===== src/rtl/vga_timing_gen.sv =====
// VGA raster timing generator: divides the system clock down to a pixel strobe
// and produces pixel/line counters, sync pulses, visible-area flag and frame markers.
module vga_timing_gen #(
    parameter int CLK_DIV   = 4,
    parameter int H_DISPLAY = 640,
    parameter int H_FP      = 16,
    parameter int H_SYNC    = 96,
    parameter int H_BP      = 48,
    parameter int V_DISPLAY = 480,
    parameter int V_FP      = 10,
    parameter int V_SYNC    = 2,
    parameter int V_BP      = 33
) (
    input  logic       clk,
    input  logic       rst,
    input  logic       en,
    output logic       pclk_en,
    output logic [9:0] h_cnt,
    output logic [9:0] v_cnt,
    output logic       valid,
    output logic       hsync,
    output logic       vsync,
    output logic       line_start,
    output logic       frame_start,
    output logic [7:0] frame_count
);

    localparam int H_TOTAL = H_DISPLAY + H_FP + H_SYNC + H_BP;
    localparam int V_TOTAL = V_DISPLAY + V_FP + V_SYNC + V_BP;
    localparam int DIV_W   = (CLK_DIV > 1) ? $clog2(CLK_DIV) : 1;

    localparam logic [DIV_W-1:0] DIV_LAST = DIV_W'(CLK_DIV - 1);
    localparam logic [9:0] H_LAST     = 10'(H_TOTAL - 1);
    localparam logic [9:0] V_LAST     = 10'(V_TOTAL - 1);
    localparam logic [9:0] H_VIS      = 10'(H_DISPLAY);
    localparam logic [9:0] V_VIS      = 10'(V_DISPLAY);
    localparam logic [9:0] HS_FIRST   = 10'(H_DISPLAY + H_FP);
    localparam logic [9:0] HS_LAST    = 10'(H_DISPLAY + H_FP + H_SYNC - 1);
    localparam logic [9:0] VS_FIRST   = 10'(V_DISPLAY + V_FP);
    localparam logic [9:0] VS_LAST    = 10'(V_DISPLAY + V_FP + V_SYNC - 1);

    logic [DIV_W-1:0] div_q, div_d;
    logic [9:0]       h_cnt_q, h_cnt_d;
    logic [9:0]       v_cnt_q, v_cnt_d;
    logic [7:0]       frame_count_q, frame_count_d;
    logic             line_start_q, line_start_d;
    logic             frame_start_q, frame_start_d;

    logic             pix_stb;
    logic             h_wrap;
    logic             v_wrap;

    // Wrap conditions are qualified by the pixel strobe, so en=0 freezes everything.
    always_comb begin
        pix_stb = en && (div_q == DIV_LAST);
        h_wrap  = pix_stb && (h_cnt_q == H_LAST);
        v_wrap  = h_wrap && (v_cnt_q == V_LAST);
    end

    always_comb begin
        div_d         = div_q;
        h_cnt_d       = h_cnt_q;
        v_cnt_d       = v_cnt_q;
        frame_count_d = frame_count_q;
        line_start_d  = h_wrap;
        frame_start_d = v_wrap;

        if (en) begin
            div_d = (div_q == DIV_LAST) ? '0 : div_q + 1'b1;
        end
        if (pix_stb) begin
            h_cnt_d = h_wrap ? 10'd0 : h_cnt_q + 10'd1;
        end
        if (h_wrap) begin
            v_cnt_d = v_wrap ? 10'd0 : v_cnt_q + 10'd1;
        end
        if (v_wrap) begin
            frame_count_d = frame_count_q + 8'd1;
        end
    end

    always_ff @(posedge clk or posedge rst) begin
        if (rst) begin
            div_q         <= '0;
            h_cnt_q       <= '0;
            v_cnt_q       <= '0;
            frame_count_q <= '0;
            line_start_q  <= 1'b0;
            frame_start_q <= 1'b0;
        end else begin
            div_q         <= div_d;
            h_cnt_q       <= h_cnt_d;
            v_cnt_q       <= v_cnt_d;
            frame_count_q <= frame_count_d;
            line_start_q  <= line_start_d;
            frame_start_q <= frame_start_d;
        end
    end

    // Pulses are suppressed while paused so a stall never shows a marker.
    always_comb begin
        pclk_en     = pix_stb;
        h_cnt       = h_cnt_q;
        v_cnt       = v_cnt_q;
        frame_count = frame_count_q;
        line_start  = line_start_q && en;
        frame_start = frame_start_q && en;
        valid       = (h_cnt_q < H_VIS) && (v_cnt_q < V_VIS);
        hsync       = !((h_cnt_q >= HS_FIRST) && (h_cnt_q <= HS_LAST));
        vsync       = !((v_cnt_q >= VS_FIRST) && (v_cnt_q <= VS_LAST));
    end

endmodule


===== config.mk =====
export PLATFORM = sky130hd
export DESIGN_NAME = vga_timing_gen
export DESIGN_NICKNAME = d
export VERILOG_FILES = /design/src/rtl/vga_timing_gen.sv
export SDC_FILE = /design/constraint.sdc
export NUM_CORES = 1
export LEC_CHECK = 0
export ABC_AREA = 1
export CAP_MARGIN = 20
export CORE_MARGIN = 2
export CORE_UTILIZATION = 51
export DETAILED_ROUTE_END_ITERATION = 8
export MAX_ROUTING_LAYER = met4
export PLACE_DENSITY = 0.79
export SLEW_MARGIN = 10
export SYNTH_ARGS = -nofsm -noshare
export SYNTH_HDL_FRONTEND = slang
export SYNTH_SLANG_ARGS = --single-unit
export TNS_END_PERCENT = 50

===== constraint.sdc =====
create_clock -name clk -period 1.5 [get_ports clk]
set_input_delay 0.225 -clock clk [delete_from_list [all_inputs] [get_ports clk]]
set_output_delay 0.225 -clock clk [all_outputs]
set_load 0.005 [all_outputs]

==> impl_metrics.json <==
{
  "status": "finished, violations left",
  "violations": "negative setup slack",
  "initial_core_util": 0.523,
  "synth_top_area_frac": 0.421,
  "period_share": 1.01,
  "cts.htree.levels": 2,
  "slew_viol_final": 0,
  "clockBufferDepth": 2,
  "r2r-end": "frame_count[0]$_DFFE_PP0N_",
  "final_util": 0.811,
  "ios": 37,
  "ant_nets": 0,
  "worstSetupPathType": "reg -> reg",
  "max_slew.worst_pin.slew_ps": 277,
  "syn_inst": 246,
  "vias": 1989,
  "drt-initial-drc-count": 147,
  "syn_area_sq_um": 1900,
  "area_growth_syn_to_layout_pct": 55.1,
  "cp-end-kind": "flop",
  "drc": 0,
  "fin_worst_skew_ps": 6.48,
  "ys_ff_latch": 32,
  "r2r_setup_slack_ps": -20,
  "hold_viol_final": 0,
  "critPathLaunchType": "flop",
  "vdd_ir_drop_max_uv": 944,
  "synth_nets": 255,
  "design.die.area_sq_um": 4230,
  "grt_max_degree": 33,
  "insertion_delay_ps": 290,
  "cts_sinks": 32,
  "gp_congestion": 0.952,
  "p_int_w": 0.00193,
  "first_pass_iters": 4,
  "power-per-cell-area_nw_per_um2": 904,
  "io_buffers": 36,
  "antenna_found_initial": 0,
  "dpl_worst_slack_ps": -222,
  "final_nets": 347,
  "n_fill_cell": 234,
  "vias_per_cell": 5.14,
  "synth.avg_cell_area_sq_um": 7.73,
  "period_needed_ps": 1520,
  "num_rows": 22,
  "final_common_cell": "nand2_1",
  "hp-class": "in -> async",
  "diodes": 0,
  "p_comb_frac": 0.251,
  "reg2reg_from": "v_cnt[4]$_DFFE_PP0N_",
  "arrival_ps": 1740,
  "max_freq_mhz": 658,
  "swShare": 0.278,
  "grt_pass1_wl_um": 8340,
  "cts_inserted_buffers": 5,
  "dp_hpwl_um": 3340,
  "final_cell_mix": "64 x nand2_1, 33 x buf_4, 27 x inv_1",
  "tns_ps": -104,
  "drive_above_1_share": 0.313,
  "grt_usage": 0.262,
  "maxCapViolCount": 0,
  "pwr-share-seq": 0.403,
  "die_w_um": 65.0,
  "clockPowerShare": 0.346,
  "overflow": 0,
  "yosysTopAreaCell": "dfrtp_1",
  "p_leak_nw": 1.59,
  "yosysWarnings": 0,
  "synth_seq_area_share": 0.421,
  "synth.area.top_cells": "dfrtp_1 42%, nand2_1 13%, nand3_1 6.3%",
  "cp.required_ps": 1720,
  "fin_ws_ps": -20.6,
  "path_clk_slew_ps": 70,
  "core_area_sq_um": 3630,
  "drt-wirelength-per-cell_um": 14.1,
  "root_buffer": "clkbuf_8",
  "netSwitchingPower_w": 0.000741,
  "cts_tree": "built",
  "die_h_um": 65.0,
  "rsz0062_at_grt": "true",
  "synth_cell_types": 27,
  "cp_max_fo": 7,
  "reg2reg_depth": 8,
  "drt-total-wl_um": 5450,
  "grt_pass1_vias": 1896,
  "setup_violations": 9,
  "relSlewSlack": 0.814
}
-- critical path, stage by stage (launching register included) --
cell	delay [ps]
dfrtp_1	430
buf_6	160
nor2_1	180
nand3_2	130
nor2_4	250
nand2_4	120
inv_4	80
nand2_1	40
nand2_1	60
-- worst max path at each step --
stage / from / end / slack, ps / depth (start not counted)
floorplan: v_cnt[1]$_DFFE_PP0N_ / v_cnt[3]$_DFFE_PP0N_ / 120 / 9
global placement: en / pclk_en / -200 / 4
detailed placement: en / v_cnt[4]$_DFFE_PP0N_ / -220 / 6
CTS: h_cnt[9]$_DFFE_PP0P_ / valid / -100 / 4
global route: v_cnt[4]$_DFFE_PP0N_ / frame_count[7]$_DFFE_PP0N_ / -100 / 7
finish: v_cnt[4]$_DFFE_PP0N_ / frame_count[0]$_DFFE_PP0N_ / -20 / 8
-- metal layers --
layer  up-vias  share of wire  wire, um  GRT usage
li1        971              -         -          -
met1       949           0.40      2200      0.308
met2        61           0.53      2870      0.451
met3         8          0.056       305     0.0608
met4         0          0.012        64     0.0781
met5         -              0         0          -
-- power groups by stage --
stage / clock (W) / combinational (W) / sequential, W
finish: 0.000923 / 0.000668 / 0.00107
global route: 0.000968 / 0.000731 / 0.00109
global placement: 0 / 0.000484 / 0.00108
detailed placement: 0 / 0.000510 / 0.00109
CTS: 0.000922 / 0.000605 / 0.00107
floorplan: 0 / 0.000246 / 0.00108
-- kinds of logic after synthesis --
logic type,share of synthesized area
AO/OA/AOI/OAI,0.0698
XOR/XNOR,0.0369
adder cells (fa/ha/maj),0.0395
buffers and inverters,0.0803
flip-flops,0.421
multiplexers,0.00592
AND/OR/NAND/NOR,0.346
-- final cells by class --
class | instances | area, sq um | share of cell area
Sequential cell | 32 | 808 | 0.274
Clock buffer | 7 | 96.3 | 0.0327
Inverter | 34 | 135 | 0.0458
Timing Repair Buffer | 86 | 797 | 0.270
Tap cell | 48 | 60.1 | 0.0204
Multi-Input combinational cell | 179 | 1020 | 0.346
Clock inverter | 1 | 30.0 | 0.0102
-- repair_timing --
action | 4_1_cts | 5_1_grt
buffers inserted | 7 | 5
pin swaps | 2 | 9
cloned | 0 | 1
setup endpoints to repair | 19 | 30
gates resized for setup | 36 | 41
hold buffers | 0 | 0
-- cells in the mapped netlist, drive strengths merged --
cell type	instances
o21bai	5
nor2	35
nand3b	1
dfrtp	32
nor3	1
nand4	9
xor2	8
nor4	2
ha	6
a21oi	7
clkinv	1
o21ai	9
nand3	25
nand2	69
inv	33
mux2	1
buf	2
-- state kept, by name (all words and copies together) (netlist names) --
signal	cells
div_q	2
frame_count	8
line_start_q	1
frame_start_q	1
h_cnt	10
v_cnt	10
-- stage by stage --
step / area (sq um) / hold WS [ps] / power (W) / cells
floorplan: 1900 / 313 / 0.00133 / 246
global placement: 2600 / 449 / 0.00156 / 366
detailed placement: 2600 / 462 / 0.00160 / 366
CTS: 2820 / 280 / 0.00259 / 381
global route: 2950 / 313 / 0.00279 / 387
finish: 2950 / 276 / 0.00267 / 387
No activity file was read; power rests on OpenSTA's default activity.
